File: config.mk
export PLATFORM = sky130hd
export DESIGN_NAME = vga_sync_tracker
export DESIGN_NICKNAME = d
export VERILOG_FILES = /design/src/rtl/vga_sync_tracker.sv
export SDC_FILE = /design/constraint.sdc
export NUM_CORES = 1
export LEC_CHECK = 0
export ABC_AREA = 0
export BUFFER_PORTS_ARGS = -buffer_cell sky130_fd_sc_hd__buf_2
export CAP_MARGIN = 40
export CORE_MARGIN = 4
export CORE_UTILIZATION = 45
export CTS_CLUSTER_SIZE = 20
export DETAILED_ROUTE_END_ITERATION = 8
export GPL_TIMING_DRIVEN = 0
export HOLD_SLACK_MARGIN = 0.15
export SKIP_LAST_GASP = 1
export SYNTH_ARGS = -nofsm -noshare
export SYNTH_HDL_FRONTEND = slang
export SYNTH_SLANG_ARGS = --single-unit
export TNS_END_PERCENT = 50
File: constraint.sdc
create_clock -name clk -period 3.08 [get_ports clk]
set_input_delay 0.154 -clock clk [delete_from_list [all_inputs] [get_ports clk]]
set_output_delay 0.154 -clock clk [all_outputs]
set_load 0.005 [all_outputs]
File: src/rtl/vga_sync_tracker.sv
// Receive-side raster tracker for 640x480 VGA timing.
// Rebuilds hpos/vpos from the active-low hsync/vsync inputs.
// Checks sync edges against the expected raster and reports horizontal and vertical lock.
module vga_sync_tracker #(
    parameter int H_ADDR      = 640,
    parameter int H_TOTAL     = 800,
    parameter int H_SYNC_LOAD = 658,
    parameter int V_ADDR      = 480,
    parameter int V_TOTAL     = 525,
    parameter int V_SYNC_LOAD = 490,
    parameter int LOCK_LINES  = 4,
    parameter int LOCK_FRAMES = 2
) (
    input  logic       clk,
    input  logic       reset,
    input  logic       hsync,
    input  logic       vsync,
    output logic [9:0] hpos,
    output logic [9:0] vpos,
    output logic       display_on,
    output logic       h_locked,
    output logic       v_locked,
    output logic       frame_start
);

    localparam logic [9:0] H_LAST   = 10'(H_TOTAL - 1);
    localparam logic [9:0] H_LOAD   = 10'(H_SYNC_LOAD);
    localparam logic [9:0] H_PRE    = 10'(H_SYNC_LOAD - 1);
    localparam logic [9:0] H_ACT    = 10'(H_ADDR);
    localparam logic [9:0] V_LAST   = 10'(V_TOTAL - 1);
    localparam logic [9:0] V_LOAD   = 10'(V_SYNC_LOAD);
    localparam logic [9:0] V_ACT    = 10'(V_ADDR);
    localparam logic [9:0] H_LOCK_N = 10'(LOCK_LINES);
    localparam logic [9:0] V_LOCK_N = 10'(LOCK_FRAMES);

    logic       hs_q;
    logic       vs_q;
    logic       hfall;
    logic       vfall;
    logic       h_wrap;
    logic       line_step;
    logic       locked;
    logic [9:0] hpos_next;
    logic [9:0] vpos_next;
    logic       h_match;
    logic       h_bad;
    logic       v_match;
    logic       v_bad;
    logic       vmiss;
    logic [9:0] h_cnt;
    logic [9:0] v_cnt;
    logic [9:0] h_cnt_next;
    logic [9:0] v_cnt_next;

    // Falling-edge detection on the sampled syncs, plus the natural end-of-line step.
    always_comb begin
        hfall     = hs_q & ~hsync;
        vfall     = vs_q & ~vsync;
        h_wrap    = (hpos == H_LAST);
        line_step = h_wrap & ~hfall;
        locked    = h_locked & v_locked;
    end

    // Next raster position: sync edges snap the counters, otherwise free-run.
    always_comb begin
        hpos_next = hpos + 10'd1;
        if (hfall) begin
            hpos_next = H_LOAD;
        end else if (h_wrap) begin
            hpos_next = 10'd0;
        end

        vpos_next = vpos;
        if (vfall) begin
            vpos_next = V_LOAD;
        end else if (line_step) begin
            vpos_next = (vpos == V_LAST) ? 10'd0 : vpos + 10'd1;
        end
    end

    // Classify sync timing as a match, or as a mismatch/miss that breaks lock.
    always_comb begin
        h_match = hfall & (hpos == H_PRE);
        h_bad   = hfall ? (hpos != H_PRE) : (hpos == H_PRE);
        v_match = vfall & (vpos == V_LOAD);
        v_bad   = (vfall & (vpos != V_LOAD))
                | (~vfall & line_step & (vpos == V_LOAD) & vmiss);

        h_cnt_next = h_cnt;
        if (h_bad) begin
            h_cnt_next = 10'd0;
        end else if (h_match && (h_cnt != H_LOCK_N)) begin
            h_cnt_next = h_cnt + 10'd1;
        end

        v_cnt_next = v_cnt;
        if (v_bad) begin
            v_cnt_next = 10'd0;
        end else if (v_match && (v_cnt != V_LOCK_N)) begin
            v_cnt_next = v_cnt + 10'd1;
        end
    end

    // Sync sampling and raster position registers.
    always_ff @(posedge clk or posedge reset) begin
        if (reset) begin
            hs_q <= 1'b0;
            vs_q <= 1'b0;
            hpos <= 10'd0;
            vpos <= 10'd0;
        end else begin
            hs_q <= hsync;
            vs_q <= vsync;
            hpos <= hpos_next;
            vpos <= vpos_next;
        end
    end

    // Horizontal lock tracking: consecutive matching lines raise h_locked.
    always_ff @(posedge clk or posedge reset) begin
        if (reset) begin
            h_cnt    <= 10'd0;
            h_locked <= 1'b0;
        end else begin
            h_cnt <= h_cnt_next;
            if (h_bad) begin
                h_locked <= 1'b0;
            end else if (h_match && (h_cnt_next == H_LOCK_N)) begin
                h_locked <= 1'b1;
            end
        end
    end

    // Vertical lock tracking. vmiss arms when the sync line is reached by counting.
    always_ff @(posedge clk or posedge reset) begin
        if (reset) begin
            v_cnt    <= 10'd0;
            v_locked <= 1'b0;
            vmiss    <= 1'b0;
        end else begin
            v_cnt <= v_cnt_next;
            if (v_bad) begin
                v_locked <= 1'b0;
            end else if (v_match && (v_cnt_next == V_LOCK_N)) begin
                v_locked <= 1'b1;
            end
            if (vfall) begin
                vmiss <= 1'b0;
            end else if (line_step && (vpos_next == V_LOAD)) begin
                vmiss <= 1'b1;
            end
        end
    end

    // One-cycle pulse when a locked raster returns to the origin.
    always_ff @(posedge clk or posedge reset) begin
        if (reset) begin
            frame_start <= 1'b0;
        end else begin
            frame_start <= locked & (hpos_next == 10'd0) & (vpos_next == 10'd0);
        end
    end

    // Visible area gate, valid only while both axes are locked.
    always_comb begin
        display_on = h_locked & v_locked & (hpos < H_ACT) & (vpos < V_ACT);
    end

endmodule

Yosys cells after proc, flatten, opt, wreduce, memory -nomap -nowiden. Cells that the tools add are included. W data, S select, Z words.

Word-level logic and storage cells: 72. Output and inout bits: 24. Memories kept: 0. Bits in latches: 0. Register bits after elaboration: 46. Memory bits (writable): 0. Bits in read-only memories: 0.

Muxes and demuxes: 16. Divide/modulo/power cells: 0. Shift operators: 0. $add $sub $neg: 4. Reductions and logical operators: 10. Bitwise logic cells: 19. $mul: 0. Magnitude comparators: 2. Equality and inequality tests: 11.

Operators with widths (number): $mux W10 (9); $add A10 B1 Y10 const B (4); $eq A10 B10 Y1 const B (3); $eq A10 B9 Y1 const B (2); $logic_not A10 Y1 (2); $and A1 B1 Y1 (14); $eq A10 B2 Y1 const B (1); $eq A10 B3 Y1 const B (1); $lt A10 B10 Y1 const B (1); $lt A10 B9 Y1 const B (1); $ne A10 B10 Y1 const B (1); $ne A10 B2 Y1 const B (1); $ne A10 B3 Y1 const B (1); $ne A10 B9 Y1 const B (1); $mux W1 (7); $reduce_bool A2 Y1 (3); $logic_and A1 B1 Y1 (5); $not A1 Y1 (4); $or A1 B1 Y1 (1).

Longest topological paths before layout. Gate-level depths: netlist of the first run.

Depth in word-level cells: 13. Depth in mapped cells: 12. Gate-level depth less buffers: 11.

Worst setup path after synthesis of the first run. Ideal clock, no wire load.

Kind: flip-flop to flip-flop. Start point: register hpos[1]. End point: register h_locked. Data arrival time: 2.629 ns. Buffers on the path: 1. Stages on the path, launching flop included: 13. Clock period less this slack: 2.730 ns. Path slack: 0.350 ns. Required time: 2.979 ns. Library setup time: 0.101 ns. Cells stage by stage: dfrtp_1 -> inv_1 -> ha_1 -> nor4b_1 -> and3_1 -> ha_1 -> clkbuf_2 -> nand3_1 -> nor4_1 -> xnor2_1 -> nor4b_1 -> or4b_1 -> o32ai_1.

Longest elaborated chain between the ends: 8. Elaborated cells on any way between the ends: 11. Classes of those cells: eq/ne (3); mux (4); bitwise (1); reduce/logical (3).

RTL lines: start: declaration (RTL line 18) `output logic [9:0] hpos,`; start signal: assignment (RTL line 114) `hpos <= hpos_next;`; $eq A10 B10 Y1 (RTL line 83, 84); $and A1 B1 Y1 (RTL line 83) `h_match = hfall & (hpos == H_PRE);`; $logic_and A1 B1 Y1 (RTL line 92) `end else if (h_match && (h_cnt != H_LOCK_N)) begin`; $mux W10 (RTL line 92); $mux W10 (RTL line 90) `if (h_bad) begin`; $eq A10 B3 Y1 (RTL line 128) `end else if (h_match && (h_cnt_next == H_LOCK_N)) begin`; $logic_and A1 B1 Y1 (RTL line 128); $reduce_bool A2 Y1 (no source line); end signal: assignment (RTL line 123) `h_locked <= 1'b0;`; end signal: assignment (RTL line 127) `h_locked <= 1'b0;`; end signal: assignment (RTL line 129) `h_locked <= 1'b1;`; end: declaration (RTL line 21) `output logic h_locked,`.

Parallel ways exist; a longest one is shown, timed or not. A chain may end at the register's enable or synchronous reset.

Worst setup path in the final report of the first run. Ends and elaborated chain as after synthesis.

==> impl_summary.log, run 1 <==
INFO  metric run_status = complete, no violations
INFO  metric regToRegEndpoint = h_locked$_DFFE_PP0P_
INFO  metric yosys_most_used_dff = sky130_fd_sc_hd__dfrtp_1
INFO  metric wl = 6390 um
INFO  metric core-area = 0.00599 mm^2
INFO  metric syn_to_final_growth = 17.7%
INFO  metric dieWidth = 87.2 um
INFO  metric worst-path-max-fanout = 8
INFO  metric firstDrtPassIters = 4
INFO  metric finalSetupViolCount = 0
INFO  metric antenna_violating_nets_post_route = 0
INFO  metric worstPathCellList = inv_1 -> ha_1 -> nor4b_2 -> and3_1 -> ha_1 -> buf_6 -> nand3_4 -> nor4_4 -> xnor2_2 -> nor4b_4 -> or4b_4 -> o32ai_2
INFO  metric timing.rr.start = hpos[1]$_DFF_PP0_
INFO  metric netlist-cell-type-count = 59
INFO  metric power_per_cell_area = 483 mW/mm^2
INFO  metric reg2reg_depth = 12
INFO  metric syn_area_per_cell = 9.40 um^2
INFO  metric grt_overflow_total = 0
INFO  metric clock_tree.htree_level_count = 2
INFO  metric worst_clock_skew = 0.0111 ns
INFO  metric power.ir.vdd_worst = 0.282 mV
INFO  metric num_antenna_cells = 0
INFO  metric min_period_over_period = 0.941
INFO  metric clock_latency = 0.31 ns
INFO  metric setup_total_negative_slack = 0 ns
INFO  metric power_leakage = 1.44 nW
INFO  metric floorplan.die_area = 0.00760 mm^2
INFO  metric worstHoldPathType = input port to async pin
INFO  metric met1Wirelength = 3050 um
INFO  metric vias_per_cell = 5.58
INFO  metric cp.required = 3.30 ns
INFO  metric sequential_share_of_the_synthesized_area = 0.408
INFO  metric groute.usage.overall = 0.180
INFO  metric total_power = 0.00160 W
INFO  metric max_freq = 345 MHz
INFO  metric number_of_global_route_vias_before_repair = 2,254
INFO  metric dpl.cell_count = 403
INFO  metric report.final.hold_viol_count = 0
INFO  metric layout-drive-gt1-share = 0.216
INFO  metric post_placement_setup_slack = -0.0336 ns
INFO  metric timing_worst_setup_path_type = flip-flop to flip-flop
INFO  metric met2_wirelength = 3080 um
INFO  metric critPathMaxStageDelay = 0.49 ns
INFO  metric stdcell_count = 418
INFO  metric clkSlewWorstSetupHoldPaths = 0.09 ns
INFO  metric clock_path_buffers = 2
INFO  metric drv_slew = 0
INFO  metric timing.max_slew.rel_slack = 0.661
INFO  metric stdcell_area = 0.00332 mm^2
INFO  metric row_count = 28
INFO  metric timing.critical_path.to_type = flip-flop
INFO  metric clockRootBuffer = sky130_fd_sc_hd__clkbuf_8
INFO  metric port_buffers = 27
INFO  metric ff_latch_count_synth = 46
INFO  metric detailroute.via_count = 2,331
INFO  metric initial_core_util = 0.471
INFO  metric gp_congestion = 0.772
INFO  metric fin_crit = 2.90 ns
INFO  metric worstPathBufferInverterCount = 2
INFO  metric syn-cell-area = 0.00282 mm^2
INFO  metric layout_nets = 356
INFO  metric numCtsBuffers = 5
INFO  metric tritoncts_num_sinks = 46
INFO  metric worst_path_dominant_cell_family = simple AND/OR/NAND/NOR gates
INFO  metric finalWorstSetupSlack = 0.183 ns
INFO  metric synth-edff-count = 0
INFO  metric num-fill-cells = 558
INFO  metric die_h = 87.2 um
INFO  metric postSynthNetCount = 314
INFO  metric highest_layer = met4
INFO  metric floorplan.io_pins = 28
INFO  metric critical_path_s_most_frequent_cell = sky130_fd_sc_hd__ha_1
INFO  metric antenna_found_initial = 0
INFO  metric synthCells = 300
INFO  metric worst_ep_arrival_time = 3.12 ns
INFO  metric grt_first_pass_wirelength = 10,800 um
INFO  metric r2r_setup_slack = 0.18 ns
INFO  metric detail_route.wl_per_cell = 15.3 um
INFO  metric sum_of_met3_wire_segment_lengths_after_detailed_routing = 176 um
INFO  metric async_flop_share = 1.00
INFO  metric yosys_warnings = 0
INFO  metric worst_pin_slew = 0.508 ns
INFO  metric place_hpwl = 4570 um
INFO  metric drv.max_cap_violation_count = 0
INFO  metric cp_slowest_cell = sky130_fd_sc_hd__or4b_4
INFO  metric start_kind = flip-flop
INFO  metric detailedRoute.firstIterationViolations = 62
INFO  metric drc = 0
INFO  metric dpl_cell_area = 0.00307 mm^2
INFO  metric cts_tree = done
INFO  metric grt_start_max_net_pins = 35
[worst max path at each step]
stage,endpoint,cells past startpoint,startpoint
floorplan,h_locked$_DFFE_PP0P_,12,hpos[1]$_DFF_PP0_
global placement,h_locked$_DFFE_PP0P_,12,hpos[1]$_DFF_PP0_
detailed placement,h_locked$_DFFE_PP0P_,12,hpos[1]$_DFF_PP0_
CTS,h_locked$_DFFE_PP0P_,12,hpos[1]$_DFF_PP0_
global route,h_locked$_DFFE_PP0P_,12,hpos[1]$_DFF_PP0_
finish,h_locked$_DFFE_PP0P_,12,hpos[1]$_DFF_PP0_
[logic make-up (layout without fill, tap and decap cells)]
logic type      Yosys count  in the layout  synth area share
simple gates            145            145             0.308
flops                    46             46             0.408
compound gates           40             40            0.0923
xor+xnor                 28             28            0.0870
buf+inv                  25             68            0.0381
fa+ha+maj                10             10            0.0444
mux                       6              6            0.0222
[cells in the final DEF (no fill, tap or decap), drive strengths merged, types with 5 or more instances in the layout]
| master | netlist | final |
|---|---|---|
| xnor2 | 18 | 18 |
| and3 | 6 | 6 |
| nor2 | 34 | 34 |
| nand3 | 15 | 15 |
| buf | 5 | 38 |
| nand2 | 27 | 27 |
| clkbuf | 5 | 9 |
| nor4 | 5 | 5 |
| ha | 10 | 10 |
| xor2 | 10 | 10 |
| or3 | 7 | 7 |
| dfrtp | 46 | 46 |
| o21ai | 13 | 13 |
| a21oi | 11 | 11 |
| nor3 | 8 | 8 |
| nand4 | 9 | 9 |
| inv | 15 | 15 |
[state kept, by name, indices dropped and copies added (netlist names)]
| name | count |
|---|---|
| vpos | 10 |
| hpos | 10 |
| h_cnt | 10 |
| h_locked | 1 |
| frame_start | 1 |
| hs_q | 1 |
| vs_q | 1 |
| v_cnt | 10 |
| vmiss | 1 |
| v_locked | 1 |
[final cells by class]
| type | count | area (um^2) | area share |
|---|---|---|---|
| Multi-Input combinational cell | 229 | 1630 | 0.492 |
| Sequential cell | 46 | 1160 | 0.348 |
| Inverter | 15 | 56.3 | 0.0170 |
| Tap cell | 75 | 93.8 | 0.0283 |
| Buffer | 10 | 57.6 | 0.0173 |
| Timing Repair Buffer | 35 | 215 | 0.0648 |
| Clock inverter | 3 | 40.0 | 0.0121 |
| Clock buffer | 5 | 68.8 | 0.0207 |
[cell usage after synthesis (6+ instances only)]
master,n,share of area
sky130_fd_sc_hd__nor2_1,34,0.045
sky130_fd_sc_hd__dfrtp_1,46,0.41
sky130_fd_sc_hd__nor3_1,6,0.011
sky130_fd_sc_hd__o21ai_0,11,0.020
sky130_fd_sc_hd__and3_1,6,0.013
sky130_fd_sc_hd__xnor2_1,18,0.056
sky130_fd_sc_hd__nand2_1,27,0.036
sky130_fd_sc_hd__a21oi_1,11,0.020
sky130_fd_sc_hd__xor2_1,10,0.031
sky130_fd_sc_hd__inv_1,14,0.019
sky130_fd_sc_hd__or3_1,7,0.016
sky130_fd_sc_hd__nand3_1,14,0.025
sky130_fd_sc_hd__nand4_1,8,0.018
sky130_fd_sc_hd__ha_1,10,0.044
[routing by layer]
metal	up-vias	global-route usage
met5	-	0
met4	0	0.0544
met3	7	0.0293
met2	32	0.288
met1	1145	0.249
li1	1147	-
[power by group]
group	internal, W	switching, W	total, W
clock	0.000239	0.000214	0.000453
combinational	0.000181	0.000200	0.000381
sequential	0.000672	0.0000960	0.000768
total	0.00109	0.000511	0.00160
[worst reg2reg max path: cells and delay by family, from the launching register on]
family	cells	cell delay [ns]
simple gates	6	1.53
fa+ha+maj	2	0.29
xor+xnor	1	0.17
compound gates	1	0.20
buf+inv	2	0.19
flops	1	0.44
[through the flow]
step	util	hold slack, ns
floorplan	-	0.185
global placement	0.509	0.278
detailed placement	0.512	0.127
CTS	0.538	0.337
global route	0.554	0.370
finish	0.554	0.331
[repair_timing]
action	CTS	global route
pin swaps	0	5
setup buffers	0	4
endpoints found under the hold margin	48	0
resized for setup	2	17
setup endpoints to repair	1	1
hold buffers	3	0
(Power assumes the default switching activity.)
==> run 2, diff against run 1 <==
- MAX_ROUTING_LAYER: not set -> met4
- RECOVER_POWER: not set -> 50
==> run 2 against run 1 <==
Net effect: count of clock-buffer cells in the layout unchanged; non-clock buffer count unchanged; critical path depth unchanged; via count down 0.43%; worst hold slack better by 0.094 ns; flip-flop and latch count unchanged; final area down 0.19%; fmax about the same.
==> impl_summary.log, run 2 (same netlist as run 1, synthesis figures left out) <==
INFO  metric cp_slowest_cell = sky130_fd_sc_hd__or4b_4 (unchanged)
INFO  metric clock_latency = 0.31 ns (about the same)
INFO  metric num-fill-cells = 555 (was 558)
INFO  metric worst_pin_slew = 0.542 ns (was 0.508 ns)
INFO  metric clock_tree.htree_level_count = 2 (unchanged)
INFO  metric run_status = complete, no violations (unchanged)
INFO  metric drv_slew = 0 (unchanged)
INFO  metric grt_first_pass_wirelength = 10,800 um (about the same)
INFO  metric gp_congestion = 0.783 (was 0.772)
INFO  metric antenna_violating_nets_post_route = 0 (unchanged)
INFO  metric timing.critical_path.to_type = flip-flop (unchanged)
INFO  metric worst_ep_arrival_time = 3.12 ns (about the same)
INFO  metric power_leakage = 1.43 nW (was 1.44 nW)
INFO  metric fin_crit = 2.90 ns (about the same)
INFO  metric tritoncts_num_sinks = 46 (unchanged)
INFO  metric clkSlewWorstSetupHoldPaths = 0.09 ns (about the same)
INFO  metric timing.max_slew.rel_slack = 0.638 (was 0.661)
INFO  metric floorplan.io_pins = 28 (unchanged)
INFO  metric critical_path_s_most_frequent_cell = sky130_fd_sc_hd__ha_1 (unchanged)
INFO  metric total_power = 0.00160 W (about the same)
INFO  metric core-area = 0.00599 mm^2 (unchanged)
INFO  metric detail_route.wl_per_cell = 15.3 um (unchanged)
INFO  metric finalWorstSetupSlack = 0.180 ns (was 0.183 ns)
INFO  metric most_common_cell_after_layout_fill_and_taps_aside = sky130_fd_sc_hd__dfrtp_1 (unchanged)
INFO  metric vias_per_cell = 5.55 (was 5.58)
INFO  metric place_hpwl = 4570 um (unchanged)
INFO  metric report.final.hold_viol_count = 0 (unchanged)
INFO  metric row_count = 28 (unchanged)
INFO  metric drv.max_cap_violation_count = 0 (unchanged)
INFO  metric worst_clock_skew = 0.0124 ns (was 0.0111 ns)
INFO  metric detailedRoute.firstIterationViolations = 53 (was 62)
INFO  metric worstHoldPathType = input port to async pin (unchanged)
INFO  metric clock_path_buffers = 2 (unchanged)
INFO  metric number_of_global_route_vias_before_repair = 2,263 (was 2,254)
INFO  metric firstDrtPassIters = 4 (unchanged)
INFO  metric min_period_over_period = 0.941 (about the same)
INFO  metric grt_overflow_total = 0 (unchanged)
INFO  metric syn_to_final_growth = 17.5% (was 17.7%)
INFO  metric port_buffers = 27 (unchanged)
INFO  metric critPathMaxStageDelay = 0.49 ns (about the same)
INFO  metric grt_start_max_net_pins = 35 (unchanged)
INFO  metric detailroute.via_count = 2,321 (was 2,331)
INFO  metric final_core_area_utilization = 0.553 (was 0.554)
INFO  metric timing_worst_setup_path_type = flip-flop to flip-flop (unchanged)
INFO  metric clockRootBuffer = sky130_fd_sc_hd__clkbuf_8 (unchanged)
INFO  metric final_cell_mix = sky130_fd_sc_hd__dfrtp_1, sky130_fd_sc_hd__nor2_1, sky130_fd_sc_hd__nand2_1 (was sky130_fd_sc_hd__dfrtp_1, sky130_fd_sc_hd__nor2_1, sky130_fd_sc_hd__buf_2)
INFO  metric layout_nets = 356 (unchanged)
INFO  metric power.ir.vdd_worst = 0.282 mV (about the same)
INFO  metric start_kind = flip-flop (unchanged)
INFO  metric cp.required = 3.30 ns (about the same)
INFO  metric antenna_found_initial = 0 (unchanged)
INFO  metric worst-path-max-fanout = 8 (unchanged)
INFO  metric dieWidth = 87.2 um (unchanged)
INFO  metric worstPathCellList = inv_1 -> ha_1 -> nor4b_2 -> and3_1 -> ha_1 -> buf_6 -> nand3_4 -> nor4_4 -> xnor2_2 -> nor4b_4 -> or4b_4 -> o32ai_2 (unchanged)
INFO  metric finalSetupViolCount = 0 (unchanged)
INFO  metric die_h = 87.2 um (unchanged)
INFO  metric drc = 0 (unchanged)
INFO  metric numCtsBuffers = 5 (unchanged)
INFO  metric cts_tree = done (unchanged)
INFO  metric power_per_cell_area = 483 mW/mm^2 (about the same)
INFO  metric layout-drive-gt1-share = 0.198 (was 0.216)
INFO  metric initial_core_util = 0.471 (unchanged)
INFO  metric groute.usage.overall = 0.185 (was 0.180)
INFO  metric wl = 6390 um (unchanged)
INFO  metric post_placement_setup_slack = -0.0336 ns (unchanged)
INFO  metric num_antenna_cells = 0 (unchanged)
INFO  metric max_freq = 345 MHz (about the same)
INFO  metric floorplan.die_area = 0.00760 mm^2 (unchanged)
## run 2: cell types whose count changed in the layout (fill, tap and decap cells not counted), sizes merged
cell and delta:
buf -5, clkbuf +5
## run 2: routing by layer
layer	vias up	track usage	wire, um
met5	-	-	0
met4	0	0.0544	80
met3	7	0.0293	172
met2	32	0.291	3070
met1	1135	0.248	3060
li1	1147	-	-
## run 2: power breakdown
part           internal [W]  switching [W]  leakage (nW)  total [W]
clock              0.000239       0.000214        0.0579   0.000453
combinational      0.000180       0.000200         0.805   0.000380
sequential         0.000672      0.0000961         0.567   0.000768
total               0.00109       0.000509          1.43    0.00160
## run 2: final cells by class
| type | instances | area (um^2) | share of cell area |
|---|---|---|---|
| plain buffers | 10 | 57.6 | 0.0174 |
| clock buffers | 5 | 68.8 | 0.0208 |
| clock inverters | 3 | 40.0 | 0.0121 |
| inverters | 15 | 56.3 | 0.0170 |
| multi-input cells | 229 | 1630 | 0.493 |
| flip-flops and latches | 46 | 1160 | 0.349 |
| well taps | 75 | 93.8 | 0.0283 |
| repair buffers | 35 | 209 | 0.0630 |
## run 2: metrics by stage
| step | TNS (ns) | instances | area (um^2) | hold slack [ns] |
|---|---|---|---|---|
| after floorplan | 0 | 300 | 2820 | 0.185 |
| after global placement | -0.0576 | 402 | 3050 | 0.278 |
| after detailed placement | -0.0336 | 403 | 3070 | 0.127 |
| after CTS | 0 | 414 | 3220 | 0.337 |
| after global routing | -0.00758 | 418 | 3310 | 0.502 |
| final | 0 | 418 | 3310 | 0.426 |
## run 2: what timing repair did
item,CTS,global route
buffers inserted,0,4
cloned,0,0
resized for setup,2,17
endpoints found under the setup margin,1,1
pin swaps,0,5
hold buffers,3,0
endpoints found under the hold margin,48,0
## run 2: worst max-delay path, delay by kind of cell (launching register included)
family / cells / cell delay, ns
fa+ha+maj: 2 / 0.29
simple gates: 6 / 1.53
xor+xnor: 1 / 0.17
buf+inv: 2 / 0.19
compound gates: 1 / 0.20
flops: 1 / 0.44
## run 2: final timing paths
path                       slack (ns)  cells after the start              endpoint         startpoint
min in group clk                 0.50                      1     vmiss$_DFFE_PP0P_  vmiss$_DFFE_PP0P_
hold reg to reg                  0.50                      1     vmiss$_DFFE_PP0P_  vmiss$_DFFE_PP0P_
hold / removal                   0.43                      3    v_cnt[7]$_DFF_PP0_              reset
max in group asynchronous        2.07                      4     hpos[8]$_DFF_PP0_              reset
setup / recovery                 0.18                     12  h_locked$_DFFE_PP0P_  hpos[1]$_DFF_PP0_
setup reg to reg                 0.18                     12  h_locked$_DFFE_PP0P_  hpos[1]$_DFF_PP0_
==> run 3, diff against run 2 <==
- BUFFER_PORTS_ARGS: -buffer_cell sky130_fd_sc_hd__buf_2 -> not set
- DONT_BUFFER_PORTS: not set -> 1
- MAX_ROUTING_LAYER: met4 -> not set
==> run 3 against run 2 <==
Net effect: sequential share of layout area increased by 1.5 points; final area is 4.2% lower; clock power down 1%; combinational power down 17%; cell count shrank 6.9%; register-to-register slack about the same; power is 3.3% lower; worst hold slack worse by 0.20 ns; critical endpoint unchanged.
==> impl_summary.log, run 3 (same netlist as run 1, synthesis figures left out) <==
INFO  metric groute.layer.met3.usage = 0.0445 (was 0.0293)
INFO  metric num_antenna_cells = 0 (unchanged)
INFO  metric grt_overflow_total = 0 (unchanged)
INFO  metric antenna_violating_nets_post_route = 0 (unchanged)
INFO  metric layout-drive-gt1-share = 0.143 (was 0.198)
INFO  metric final_cell_mix = sky130_fd_sc_hd__dfrtp_1, sky130_fd_sc_hd__nor2_1, sky130_fd_sc_hd__nand2_1 (unchanged)
INFO  metric place_hpwl = 4510 um (was 4570 um)
INFO  metric row_count = 28 (unchanged)
INFO  metric grt_start_max_net_pins = 37 (was 35)
INFO  metric detailedRoute.firstIterationViolations = 98 (was 53)
INFO  metric detailroute.via_count = 2,247 (was 2,321)
INFO  metric worstPathCellList = inv_1 -> ha_1 -> nor4b_4 -> and3_1 -> ha_1 -> buf_4 -> nand3_4 -> nor4_4 -> xnor2_2 -> nor4b_4 -> or4b_4 -> o32ai_2 (was inv_1 -> ha_1 -> nor4b_2 -> and3_1 -> ha_1 -> buf_6 -> nand3_4 -> nor4_4 -> xnor2_2 -> nor4b_4 -> or4b_4 -> o32ai_2)
INFO  metric start_kind = flip-flop (unchanged)
INFO  metric floorplan.io_pins = 28 (unchanged)
INFO  metric min_period_over_period = 0.938 (was 0.941)
INFO  metric run_status = complete, no violations (unchanged)
INFO  metric final_core_area_utilization = 0.530 (was 0.553)
INFO  metric antenna_found_initial = 0 (unchanged)
INFO  metric syn_to_final_growth = 12.6% (was 17.5%)
INFO  metric finalSetupViolCount = 0 (unchanged)
INFO  metric max_freq = 346 MHz (was 345 MHz)
INFO  metric clock_path_buffers = 2 (unchanged)
INFO  metric drv.max_cap_violation_count = 0 (unchanged)
INFO  metric report.final.hold_viol_count = 0 (unchanged)
INFO  metric critPathMaxStageDelay = 0.49 ns (about the same)
INFO  metric dpl_cell_area = 0.00293 mm^2 (was 0.00307 mm^2)
INFO  metric number_of_global_route_vias_before_repair = 2,106 (was 2,263)
INFO  metric initial_core_util = 0.471 (unchanged)
INFO  metric switching_share = 0.322 (was 0.318)
INFO  metric power_per_cell_area = 487 mW/mm^2 (was 483 mW/mm^2)
INFO  metric port_buffers = 0 (was 27)
INFO  metric groute.usage.overall = 0.172 (was 0.185)
INFO  metric power_frac_seq = 0.506 (was 0.480)
INFO  metric dieWidth = 87.2 um (unchanged)
INFO  metric grt_first_pass_wirelength = 10,300 um (was 10,800 um)
INFO  metric firstDrtPassIters = 4 (unchanged)
INFO  metric net-switching-power = 0.000498 W (was 0.000509 W)
INFO  metric worst_pin_slew = 0.501 ns (was 0.542 ns)
INFO  metric cts_tree = done (unchanged)
INFO  metric worst-path-max-fanout = 8 (unchanged)
INFO  metric timing.critical_path.to_type = flip-flop (unchanged)
INFO  metric numCtsBuffers = 5 (unchanged)
INFO  metric clkSlewWorstSetupHoldPaths = 0.09 ns (about the same)
INFO  metric stdcell_area = 0.00318 mm^2 (was 0.00331 mm^2)
INFO  metric most_common_cell_after_layout_fill_and_taps_aside = sky130_fd_sc_hd__dfrtp_1 (unchanged)
INFO  metric power_leakage = 1.32 nW (was 1.43 nW)
INFO  metric timing_worst_setup_path_type = flip-flop to flip-flop (unchanged)
INFO  metric drc = 0 (unchanged)
INFO  metric tritoncts_num_sinks = 46 (unchanged)
INFO  metric vias_per_cell = 5.78 (was 5.55)
INFO  metric power.ir.vdd_worst = 0.234 mV (was 0.282 mV)
INFO  metric worst_clock_skew = 0.0119 ns (was 0.0124 ns)
INFO  metric wl = 6280 um (was 6390 um)
INFO  metric cp.required = 3.29 ns (was 3.30 ns)
INFO  metric clock_tree.htree_level_count = 2 (unchanged)
INFO  metric gp_congestion = 0.818 (was 0.783)
INFO  metric worstHoldPathType = input port to flip-flop (was input port to async pin)
INFO  metric p_int = 0.00105 W (was 0.00109 W)
INFO  metric clockPowerShare = 0.290 (was 0.283)
INFO  metric layout_nets = 327 (was 356)
INFO  metric fin_crit = 2.89 ns (was 2.90 ns)
INFO  metric pwr-share-comb = 0.204 (was 0.237)
INFO  metric global_route.usage.met2 = 0.274 (was 0.291)
INFO  metric detail_route.wl_per_cell = 16.2 um (was 15.3 um)
INFO  metric floorplan.die_area = 0.00760 mm^2 (unchanged)
INFO  metric clock_latency = 0.30 ns (was 0.31 ns)
INFO  metric global_route.usage.met1 = 0.234 (was 0.248)
INFO  metric clockRootBuffer = sky130_fd_sc_hd__clkbuf_8 (unchanged)
INFO  metric grt_busiest_layer = met2 (unchanged)
INFO  metric timing.max_slew.rel_slack = 0.666 (was 0.638)
INFO  metric cp_slowest_cell = sky130_fd_sc_hd__or4b_4 (unchanged)
INFO  metric worst_ep_arrival_time = 3.10 ns (was 3.12 ns)
INFO  metric drv_slew = 0 (unchanged)
INFO  metric core-area = 0.00599 mm^2 (unchanged)
INFO  metric die_h = 87.2 um (unchanged)
-- run 3: changes by cell type in the layout (fill, tap and decap cells not counted), sizes merged --
cell / change
clkbuf: -5
buf: -24
-- run 3: worst max-delay path, delay by kind of cell (launching register included) --
kind | cells | cell delay [ns]
compound gates | 1 | 0.25
xor+xnor | 1 | 0.17
fa+ha+maj | 2 | 0.28
buf+inv | 2 | 0.22
flops | 1 | 0.47
simple gates | 6 | 1.42
-- run 3: cell type report --
class | count | area, um^2
buffer | 10 | 53.8
clock buffer | 5 | 68.8
clock inverter | 3 | 40.0
fill | 538 | 2820
inverter | 15 | 56.3
multi-input combinational | 229 | 1640
sequential | 46 | 1160
tap | 75 | 93.8
timing repair buffer | 6 | 65.1
-- run 3: through the flow --
step                      setup slack (ns)  hold WS, ns  std cells  total power [W]  TNS, ns
after floorplan                      0.350        0.185        300          0.00101        0
after global placement             -0.0674        0.186        375          0.00109  -0.0674
after detailed placement           -0.0951     -0.00487        376          0.00109  -0.0951
after CTS                           0.0268        0.221        388          0.00156        0
after global routing               -0.0208        0.259        389          0.00165  -0.0208
final                                0.192        0.228        389          0.00155        0
-- run 3: power by group through the flow --
stage	registers, W	clock network (W)	logic [W]
4_1_cts	0.000779	0.000465	0.000313
3_5_place_dp	0.000787	0	0.000306
5_1_grt	0.000796	0.000494	0.000358
2_1_floorplan	0.000758	0	0.000250
3_3_place_gp	0.000787	0	0.000298
6_report	0.000784	0.000448	0.000316
-- run 3: final timing paths --
kind / startpoint / to / slack (ns) / depth (start not counted)
worst max-delay path: hpos[1]$_DFF_PP0_ / h_locked$_DFFE_PP0P_ / 0.19 / 12
worst min-delay path: vsync / v_locked$_DFFE_PP0P_ / 0.23 / 4
worst max register to register: hpos[1]$_DFF_PP0_ / h_locked$_DFFE_PP0P_ / 0.19 / 12
min in group asynchronous: reset / h_cnt[8]$_DFF_PP0_ / 0.32 / 2
worst min register to register: vmiss$_DFFE_PP0P_ / vmiss$_DFFE_PP0P_ / 0.51 / 1
max in group asynchronous: reset / hpos[1]$_DFF_PP0_ / 2.19 / 3
-- run 3: per-layer routing --
layer / share of wire / routed length [um] / vias to the layer above
met4: 0.0062 / 39 / 0
met2: 0.48 / 3010 / 43
met3: 0.048 / 299 / 4
met5: 0 / 0 / -
met1: 0.47 / 2940 / 1102
li1: - / - / 1098
-- run 3: repair_timing --
action                     CTS  global route
setup endpoints to repair    1             1
hold buffers                 3             0
resized for setup           11             7
hold endpoints to repair    51             0
buffers inserted             1             1
pin swaps                    2             5
